File: config.mk
export PLATFORM = sky130hd
export DESIGN_NAME = alu_exec_seq
export DESIGN_NICKNAME = d
export VERILOG_FILES = /design/src/rtl/alu_exec_seq.sv
export SDC_FILE = /design/constraint.sdc
export NUM_CORES = 1
export LEC_CHECK = 0
export CAP_MARGIN = 25
export CORE_ASPECT_RATIO = 1.4
export CORE_MARGIN = 3
export CORE_UTILIZATION = 55
export CTS_BUF_LIST = sky130_fd_sc_hd__clkbuf_4
export DETAILED_ROUTE_END_ITERATION = 10
export DONT_BUFFER_PORTS = 1
export GPL_TIMING_DRIVEN = 0
export PLACE_DENSITY = 0.7
export SYNTH_ARGS = -nofsm -noshare
export SYNTH_HDL_FRONTEND = slang
export SYNTH_SLANG_ARGS = --single-unit
export TNS_END_PERCENT = 5
File: constraint.sdc
create_clock -name clk -period 5 [get_ports clk]
set_input_delay 0.75 -clock clk [delete_from_list [all_inputs] [get_ports clk]]
set_output_delay 0.75 -clock clk [all_outputs]
set_load 0.02 [all_outputs]
File: src/rtl/alu_exec_seq.sv
// alu_exec_seq: ALU-control decode plus registered execute with iterative multiply
// (and restoring divide when ALU_EXEC_DIV_EN is defined); valid/ready on both sides.
// Ports: clk, rst_n (async, active low)
//        in_valid/in_ready, alu_op[1:0], funct[FUNCT_W-1:0], a, b  -- request side
//        out_valid/out_ready, result_lo, result_hi, jr_flag, illegal -- result side
// Config macro: ALU_EXEC_DIV_EN (funct 0110 runs a WIDTH-cycle divide; else illegal ADD)
module alu_exec_seq #(
   parameter int WIDTH   = 32,
   parameter int FUNCT_W = 4
) (
   input  logic               clk,
   input  logic               rst_n,
   input  logic               in_valid,
   output logic               in_ready,
   input  logic [1:0]         alu_op,
   input  logic [FUNCT_W-1:0] funct,
   input  logic [WIDTH-1:0]   a,
   input  logic [WIDTH-1:0]   b,
   output logic               out_valid,
   input  logic               out_ready,
   output logic [WIDTH-1:0]   result_lo,
   output logic [WIDTH-1:0]   result_hi,
   output logic               jr_flag,
   output logic               illegal
);

   localparam int CW = $clog2(WIDTH);

   typedef enum logic [2:0] {
      OP_ADD, OP_SUB, OP_AND, OP_OR,
      OP_SLT, OP_MUL, OP_DIV, OP_JR
   } op_e;

   typedef enum logic [1:0] {
      S_IDLE = 2'd0,
      S_MUL  = 2'd1,
`ifdef ALU_EXEC_DIV_EN
      S_DIV  = 2'd2,
`endif
      S_DONE = 2'd3
   } state_e;

   state_e           r_state;
   logic             r_valid;
   logic             r_jr;
   logic             r_ill;
   logic [WIDTH-1:0] r_lo;
   logic [WIDTH-1:0] r_hi;
   logic [WIDTH-1:0] r_opnd;
   logic [CW-1:0]    r_cnt;

   op_e              w_op;
   logic             w_ill;
   logic             w_hi_zero;
   logic             w_accept;
   logic [WIDTH-1:0] w_res;
   logic [WIDTH:0]   w_msum;

   assign in_ready  = (r_state == S_IDLE) && (!r_valid || out_ready);
   assign w_accept  = in_valid && in_ready;
   assign out_valid = r_valid;
   assign result_lo = r_lo;
   assign result_hi = r_hi;
   assign jr_flag   = r_jr;
   assign illegal   = r_ill;

   // funct bits above [3:0] must be zero for any legal R-type code
   assign w_hi_zero = ((funct >> 4) == '0);

   always_comb begin
      w_op  = OP_ADD;
      w_ill = 1'b0;
      case (alu_op)
         2'b11: w_op = OP_ADD;
         2'b10: w_op = OP_SLT;
         2'b01: w_op = OP_SUB;
         default: begin
            if (!w_hi_zero) begin
               w_ill = 1'b1;
            end else begin
               case (funct[3:0])
                  4'h0: w_op = OP_ADD;
                  4'h1: w_op = OP_SUB;
                  4'h2: w_op = OP_AND;
                  4'h3: w_op = OP_OR;
                  4'h4: w_op = OP_SLT;
                  4'h5: w_op = OP_MUL;
`ifdef ALU_EXEC_DIV_EN
                  4'h6: w_op = OP_DIV;
`endif
                  4'h8: w_op = OP_JR;
                  default: w_ill = 1'b1;
               endcase
            end
         end
      endcase
   end

   always_comb begin
      w_res = a + b;
      case (w_op)
         OP_SUB: w_res = a - b;
         OP_AND: w_res = a & b;
         OP_OR:  w_res = a | b;
         OP_SLT: w_res = {{(WIDTH-1){1'b0}}, $signed(a) < $signed(b)};
         OP_JR:  w_res = '0;
         default: w_res = a + b;
      endcase
   end

   // shift-add step: hi:lo holds partial product, lo shifts out multiplier bits
   assign w_msum = {1'b0, r_hi} + (r_lo[0] ? {1'b0, r_opnd} : '0);

`ifdef ALU_EXEC_DIV_EN
   logic [WIDTH:0] w_rsh;
   logic [WIDTH:0] w_diff;

   // restoring step: hi is the remainder, lo shifts dividend out and quotient in
   assign w_rsh  = {r_hi, r_lo[WIDTH-1]};
   assign w_diff = w_rsh - {1'b0, r_opnd};
`endif

   always_ff @(posedge clk or negedge rst_n) begin
      if (!rst_n) begin
         r_state <= S_IDLE;
         r_valid <= 1'b0;
         r_jr    <= 1'b0;
         r_ill   <= 1'b0;
         r_lo    <= '0;
         r_hi    <= '0;
         r_opnd  <= '0;
         r_cnt   <= '0;
      end else begin
         case (r_state)
            S_IDLE: begin
               if (w_accept) begin
                  r_jr  <= 1'b0;
                  r_ill <= w_ill;
                  case (w_op)
                     OP_MUL: begin
                        r_state <= S_MUL;
                        r_valid <= 1'b0;
                        r_opnd  <= a;
                        r_hi    <= '0;
                        r_lo    <= b;
                        r_cnt   <= CW'(WIDTH - 1);
                     end
`ifdef ALU_EXEC_DIV_EN
                     OP_DIV: begin
                        if (b == '0) begin
                           r_state <= S_DONE;
                           r_valid <= 1'b1;
                           r_ill   <= 1'b1;
                           r_lo    <= '1;
                           r_hi    <= a;
                        end else begin
                           r_state <= S_DIV;
                           r_valid <= 1'b0;
                           r_opnd  <= b;
                           r_hi    <= '0;
                           r_lo    <= a;
                           r_cnt   <= CW'(WIDTH - 1);
                        end
                     end
`endif
                     default: begin
                        r_valid <= 1'b1;
                        r_jr    <= (w_op == OP_JR);
                        r_lo    <= w_res;
                        r_hi    <= '0;
                     end
                  endcase
               end else if (r_valid && out_ready) begin
                  r_valid <= 1'b0;
                  r_jr    <= 1'b0;
                  r_ill   <= 1'b0;
               end
            end
            S_MUL: begin
               r_hi  <= w_msum[WIDTH:1];
               r_lo  <= {w_msum[0], r_lo[WIDTH-1:1]};
               r_cnt <= r_cnt - 1'b1;
               if (r_cnt == '0) begin
                  r_state <= S_DONE;
                  r_valid <= 1'b1;
               end
            end
`ifdef ALU_EXEC_DIV_EN
            S_DIV: begin
               if (!w_diff[WIDTH]) begin
                  r_hi <= w_diff[WIDTH-1:0];
                  r_lo <= {r_lo[WIDTH-2:0], 1'b1};
               end else begin
                  r_hi <= w_rsh[WIDTH-1:0];
                  r_lo <= {r_lo[WIDTH-2:0], 1'b0};
               end
               r_cnt <= r_cnt - 1'b1;
               if (r_cnt == '0) begin
                  r_state <= S_DONE;
                  r_valid <= 1'b1;
               end
            end
`endif
            S_DONE: begin
               if (out_ready) begin
                  r_state <= S_IDLE;
                  r_valid <= 1'b0;
                  r_jr    <= 1'b0;
                  r_ill   <= 1'b0;
               end
            end
            default: r_state <= S_IDLE;
         endcase
      end
   end

endmodule

Word-level counts from Yosys, hierarchy flattened
Index checks and enable logic that the tools add are counted.
W data, S select, Z words.
Operators by class
  $lt $le $gt $ge: 1
  muxes and demuxes: 30
  reductions and logical operators: 19
  equal/unequal tests: 22
  add/subtract/negate cells: 4
  bitwise operators: 2
Operators by type and width (number)
  $pmux W32 S5: 1
  $mux W32: 4
  $pmux W32 S2: 2
  $add A32 B32 Y33: 1
  $add A32 B32 Y32: 1
  $and A32 B32 Y32: 1
  $lt A32 B32 Y1: 1
  $or A32 B32 Y32: 1
  $sub A32 B32 Y32: 1
  $pmux W3 S6: 1
  $mux W1: 10
  $mux W5: 2
  $pmux W5 S2: 1
  $eq A3 B3 Y1 const B: 3
  $pmux W3 S3: 1
  $reduce_and A3 Y1: 3
  $eq A4 B2 Y1 const B: 2
  $eq A4 B3 Y1 const B: 2
  $mux W2: 4
  $reduce_and A4 Y1: 2
  $reduce_or A7 Y1: 1
  $eq A2 B2 Y1 const B: 3
  $eq A3 B2 Y1 const B: 2
  $ne A2 B2 Y1 const B: 3
  20 further kinds: 25
Word-level totals
  flip-flop bits (word level): 106
  word-level logic and storage cells: 86
  input bits: 74

Depth between registers and ports, before layout
  word-level depth: 8
  gate-level depth with buffers: 13
  mapped depth without buffers: 13

Least setup slack after synthesis
Ideal clock, no wire load.
  kind: input to register
  from: input a[0]
  to: register r_lo[14], in the netlist result_lo[14]
  stages on the path: 13
  data required time: 4.935 ns
  slack: 1.706 ns
  arrival: 3.229 ns
  path buffers: 0
  cells stage by stage: inv_1 > ha_1 > inv_1 > fa_1 > nor3b_1 > a211o_1 > a311oi_2 > a21oi_1 > nor2_1 > o21bai_1 > or4_1 > a31oi_1 > o22a_1
Between the ends
  longest elaborated chain between the ends: 5
Ends and longest elaborated chain
  start, declared: RTL line 17  | input logic [WIDTH-1:0] a,
  $add A32 B32 Y32 or $sub A32 B32 Y32 (tied branches): RTL line 107, 102
  $pmux W32 S5 (*): RTL line 101  | case (w_op)
  $mux W32 (*): RTL line 139  | case (w_op)
  $mux W32 (*): RTL line 136  | if (w_accept) begin
  $pmux W32 S2 (*): RTL line 134  | case (r_state)
  end signal, assigned: RTL line 169  | r_lo <= w_res;
  end signal, assigned: RTL line 181  | r_lo <= {w_msum[0], r_lo[WIDTH-1:1]};
  end, declared: RTL line 47  | logic [WIDTH-1:0] r_lo;
Every way passes the cells marked *; elsewhere a longest branch is shown, timed or not. The select of a mux whose other input is x is not followed.
A chain may end at the register's enable or synchronous reset.

Final worst setup path
  from: register r_lo[0], in the netlist result_lo[0]
  to: register r_hi[27], in the netlist result_hi[27]
Between the ends
  longest elaborated chain between the ends: 3
Ends and longest elaborated chain
  $mux W32: RTL line 112  | assign w_msum = {1'b0, r_hi} + (r_lo[0] ? {1'b0, r_opnd} : '0);
  $add A32 B32 Y33: RTL line 112
  $pmux W32 S2: RTL line 134
  end signal, assigned: RTL line 180  | r_hi <= w_msum[WIDTH:1];
  end, declared: RTL line 48  | logic [WIDTH-1:0] r_hi;
Every way passes these cells.

==> flow_summary.html <==
<table>
<tr><th>Metric</th><th>Value</th></tr>
<tr><th colspan="2">Outcome</th></tr>
<tr><td>Result of the run</td><td>completed</td></tr>
<tr><th colspan="2">Drt</th></tr>
<tr><td>Average wire per standard cell</td><td>24.8 µm</td></tr>
<tr><td>Post-route ant nets</td><td>0</td></tr>
<tr><td>Detail-routed via count per cell</td><td>6.76</td></tr>
<tr><td>Routed wire length</td><td>42,300 µm</td></tr>
<tr><td>DRC marker count from the first detailed-route iteration</td><td>1,153</td></tr>
<tr><td>Via count</td><td>11,500</td></tr>
<tr><td>Detailed-route DRC error count</td><td>0</td></tr>
<tr><td>Number of detailed-routing iterations run before antenna repair</td><td>8</td></tr>
<tr><th colspan="2">Final layout</th></tr>
<tr><td>Post-route cell area</td><td>0.0118 mm²</td></tr>
<tr><td>Area of the multi-input gates</td><td>0.00794 mm²</td></tr>
<tr><td>Nets@finish</td><td>1,656</td></tr>
<tr><td>Final instance count without filler cells</td><td>1,704</td></tr>
<tr><td>Relative area change from synthesis to final layout</td><td>4.30%</td></tr>
<tr><td>Filler instances</td><td>1,941</td></tr>
<tr><td>Sequential cell area</td><td>0.00265 mm²</td></tr>
<tr><td>Final core utilization</td><td>58.9%</td></tr>
<tr><td>Proportion of layout cells with a drive suffix above 1</td><td>5.86%</td></tr>
<tr><th colspan="2">Timing</th></tr>
<tr><td>Setup WS post-layout</td><td>1.20 ns</td></tr>
<tr><td>Number of hold violations in the final report</td><td>0</td></tr>
<tr><td>Final setup violation count</td><td>0</td></tr>
<tr><td>Achievable Freq</td><td>263 MHz</td></tr>
<tr><td>Clock skew after layout</td><td>0.0347 ns</td></tr>
<tr><td>Max-slew headroom at the worst pin</td><td>28.6%</td></tr>
<tr><td>Min cycle time layout</td><td>3.80 ns</td></tr>
<tr><td>Setup repair after global routing missed its margin</td><td>no</td></tr>
<tr><td>Max Transition Viols Final</td><td>0</td></tr>
<tr><td>Post-route fraction of the period consumed by the critical path</td><td>75.9%</td></tr>
<tr><td>Least-Margin Pin Slew</td><td>1.07 ns</td></tr>
<tr><td>Setup TNS</td><td>0 ns</td></tr>
<tr><th colspan="2">Floorplanning</th></tr>
<tr><td>Area of the placeable core</td><td>0.0201 mm²</td></tr>
<tr><td>Number of primary I/O pins</td><td>142</td></tr>
<tr><td>Total die area</td><td>0.0224 mm²</td></tr>
<tr><td>Horizontal die dimension</td><td>127 µm</td></tr>
<tr><td>Starting utilization of the core area</td><td>56.4%</td></tr>
<tr><td>Overall die height</td><td>176 µm</td></tr>
<tr><td>Placement row count</td><td>61</td></tr>
<tr><th colspan="2">Synthesis</th></tr>
<tr><td>Cell accounting for the most synthesized area</td><td>dfrtp_1</td></tr>
<tr><td>Mux contribution to synthesized area</td><td>4.18%</td></tr>
<tr><td>Yosys top cell area share</td><td>23.4%</td></tr>
<tr><td>Warning count from the yosys run</td><td>0</td></tr>
<tr><td>Gate Count Post-Synth</td><td>1,433</td></tr>
<tr><td>Sequential element share of the synthesized area</td><td>23.4%</td></tr>
<tr><td>Dominant combinational cell family by area after synthesis</td><td>compound AO/OA/AOI/OAI gates</td></tr>
<tr><td>Post-synthesis instance area</td><td>0.0113 mm²</td></tr>
<tr><td>Number of enable-type register cells in the synthesized netlist</td><td>0</td></tr>
<tr><td>Share of the synthesized netlist area taken by xor and xnor gates</td><td>2.78%</td></tr>
<tr><td>Share of flip-flops with an asynchronous set or reset after synthesis</td><td>100%</td></tr>
<tr><td>Area fraction in and, or, nand and nor cells after synthesis</td><td>16.5%</td></tr>
<tr><td>Synth top area cells</td><td>dfrtp_1, ha_1, a21oi_1</td></tr>
<tr><td>Count of unique library cells instantiated by Yosys</td><td>87</td></tr>
<tr><td>Yosys reg bits</td><td>106</td></tr>
<tr><td>Library cell with the highest instance count after synthesis</td><td>a21oi_1</td></tr>
<tr><td>Synth Area in Adders</td><td>15.3%</td></tr>
<tr><td>Main synth FF type</td><td>dfrtp_1</td></tr>
<tr><td>Syn Nets</td><td>1,644</td></tr>
<tr><td>Average size of a mapped cell</td><td>7.90 µm²</td></tr>
<tr><td>Share of the synthesized area in compound gates (AO/OA/AOI/OAI)</td><td>31.3%</td></tr>
<tr><td>Top cell types by occurrence after synthesis</td><td>a21oi_1, ha_1, nand2_1, inv_1, o21ai_0</td></tr>
<tr><th colspan="2">Clock network</th></tr>
<tr><td>Worst skew pair latency</td><td>0.54 ns</td></tr>
<tr><td>Master cell of the clock root buffer</td><td>clkbuf_4</td></tr>
<tr><td>CTS Sinks</td><td>106</td></tr>
<tr><td>CTS Buffer Depth</td><td>2</td></tr>
<tr><td>Clock-pin slew of the registers on the worst-case setup and hold paths</td><td>0.21 ns</td></tr>
<tr><td>Clock tree from TritonCTS</td><td>built</td></tr>
<tr><td>Post-CTS Setup Repair Bufs</td><td>0</td></tr>
<tr><td>Maximum level of the CTS H-tree</td><td>3</td></tr>
<tr><td>Cts bufs inserted</td><td>9</td></tr>
<tr><th colspan="2">GRT</th></tr>
<tr><td>First-pass GRT wire length</td><td>63,700 µm</td></tr>
<tr><td>Number of global-route vias before repair</td><td>11,100</td></tr>
<tr><td>Layer with the highest usage</td><td>met2</td></tr>
<tr><td>Remaining Overflow, GRT</td><td>0</td></tr>
<tr><td>Met2 global-route usage</td><td>59.8%</td></tr>
<tr><td>Overall track demand over capacity in global routing</td><td>37.1%</td></tr>
<tr><td>Number of antenna violations at the first check in global routing</td><td>3</td></tr>
<tr><td>GR Layer Usage met3</td><td>8.94%</td></tr>
<tr><td>Global routing met1 resource utilization</td><td>44.5%</td></tr>
<tr><td>Maximum number of pins on one net before global-route repair</td><td>107</td></tr>
<tr><th colspan="2">Placement</th></tr>
<tr><td>Placement-stage worst setup slack</td><td>1.15 ns</td></tr>
<tr><td>Detailed Place HPWL</td><td>32,500 µm</td></tr>
<tr><td>Final estimated routing congestion in global placement</td><td>1.02</td></tr>
<tr><td>Placed instance count</td><td>1,685</td></tr>
<tr><td>Placed instance area</td><td>0.0116 mm²</td></tr>
<tr><td>Total of buffers placed on input and output ports</td><td>0</td></tr>
<tr><th colspan="2">Pwr</th></tr>
<tr><td>Ratio of total power to cell area</td><td>362 mW/mm²</td></tr>
<tr><td>Largest voltage drop on the vdd net</td><td>0.000188 V</td></tr>
<tr><td>Leakage Power</td><td>5.51 nW</td></tr>
<tr><th colspan="2">Setup path</th></tr>
<tr><td>Kind of start point of the critical path</td><td>register</td></tr>
<tr><td>Data arrival time of the worst path</td><td>4.23 ns</td></tr>
<tr><td>Flop-to-flop setup slack</td><td>1.20 ns</td></tr>
<tr><td>Type of destination of the critical path</td><td>register</td></tr>
<tr><td>Maximum fanout count along the critical path</td><td>10</td></tr>
<tr><td>Cell depth of the worst flop-to-flop path</td><td>12</td></tr>
<tr><td>Critical path type</td><td>reg2reg</td></tr>
<tr><td>RR Startpoint</td><td>result_lo[0]$_DFFE_PN0P_</td></tr>
<tr><td>Worst setup path endpoint</td><td>result_hi[27]$_DFFE_PN0P_</td></tr>
<tr><td>Terminus of the critical flop-to-flop path</td><td>result_hi[27]$_DFFE_PN0P_</td></tr>
<tr><td>Required time at the worst-slack endpoint</td><td>5.44 ns</td></tr>
<tr><td>Critical Path Source</td><td>result_lo[0]$_DFFE_PN0P_</td></tr>
<tr><th colspan="2">Run</th></tr>
<tr><td>Max-cap violations</td><td>0</td></tr>
<tr><th colspan="2">Hold path</th></tr>
<tr><td>Path type of the worst min-delay path</td><td>in2async</td></tr>
</table>
==> area by class of cell <==
class | count | share of cell area (%)
multi-input combinational | 1134 | 67.2
sequential | 106 | 22.5
tap | 252 | 2.67
clock inverter | 7 | 0.551
buffer | 77 | 2.55
inverter | 116 | 3.69
antenna | 2 | 0.0424
clock buffer | 9 | 0.572
timing repair buffer | 1 | 0.233
==> flip-flops by register name, indices dropped and copies added, names as in the netlist <==
signal,flops
illegal,1
jr_flag,1
out_valid,1
r_cnt,5
r_opnd,32
r_state,2
result_hi,32
result_lo,32
==> repair_timing <==
item / in CTS / in global routing
hold buffers: 1 / 0
endpoints found under the hold margin: 106 / 0
resized for setup: 0 / 0
setup endpoints to repair: 0 / 0
==> kinds of logic after synthesis <==
group | after synthesis
compound gates | 530
fa+ha+maj | 137
flops | 106
xor+xnor | 36
mux | 43
simple gates | 388
buf+inv | 193
==> stage by stage <==
| step | hold slack [ns] | power (mW) |
|---|---|---|
| after floorplan | 0.450 | 3.00 |
| after global placement | 0.457 | 3.69 |
| after detailed placement | 0.457 | 3.74 |
| after CTS | 0.157 | 4.22 |
| after global routing | 0.173 | 4.52 |
| final | 0.148 | 4.28 |
==> critical path: stages (launching register included) <==
cell and delay, ns:
dfrtp_1 0.68, clkbuf_1 0.32, and2_1 0.18, ha_1 0.29, a211o_1 0.31, a31oi_1 0.22, nor3_1 0.10, o31ai_1 0.60
a41o_1 0.37, o311a_1 0.25, nor2_1 0.07, xor2_1 0.14, a22o_1 0.19
==> cell usage in the layout, fill, tap and decap left out, types with 6 or more instances in the layout <==
master	count
a211oi_1	20
o22ai_1	15
a22o_1	9
or3_1	8
o21a_1	9
buf_2	10
or2_2	7
xnor2_1	21
clkbuf_4	9
a21o_1	28
o21ai_0	109
mux2i_1	9
inv_1	111
nand3_1	18
nand2_1	112
nor3_1	28
o31a_1	6
nor2_1	100
a221oi_1	19
a21oi_1	143
nand4_1	13
mux2_2	23
o21ai_1	15
a31oi_1	21
a211o_1	7
o31ai_1	14
o311a_1	6
clkbuf_1	64
o221ai_1	8
nand2b_1	17
a221o_1	9
xor2_1	15
mux2_1	11
and2_1	37
and3_1	15
ha_1	134
o211ai_1	13
dfrtp_1	106
o21bai_1	15
nor2b_1	10
==> report_power, final <==
part / switching, mW / internal [mW] / total [mW] / leakage, nW
clock network: 0.364 / 0.111 / 0.475 / 0.0672
registers: 0.519 / 1.11 / 1.63 / 1.38
logic: 1.44 / 0.728 / 2.17 / 4.06
total: 2.33 / 1.95 / 4.28 / 5.51
==> per-layer routing <==
layer	wire length [µm]	part of all wire, %
met2	19500	46
met3	4160	9.8
met1	15800	37
met4	2870	6.8
met5	0	0
==> how the worst min path moves through the flow <==
stage / start / endpoint / slack, ns
floorplan: rst_n / illegal$_DFFE_PN0P_ / 0.45
global placement: rst_n / result_hi[7]$_DFFE_PN0P_ / 0.46
detailed placement: rst_n / result_hi[7]$_DFFE_PN0P_ / 0.46
CTS: rst_n / r_opnd[31]$_DFFE_PN0P_ / 0.16
global route: rst_n / result_lo[6]$_DFFE_PN0P_ / 0.17
finish: rst_n / r_opnd[2]$_DFFE_PN0P_ / 0.15
No activity file was read; power rests on OpenSTA's default activity.
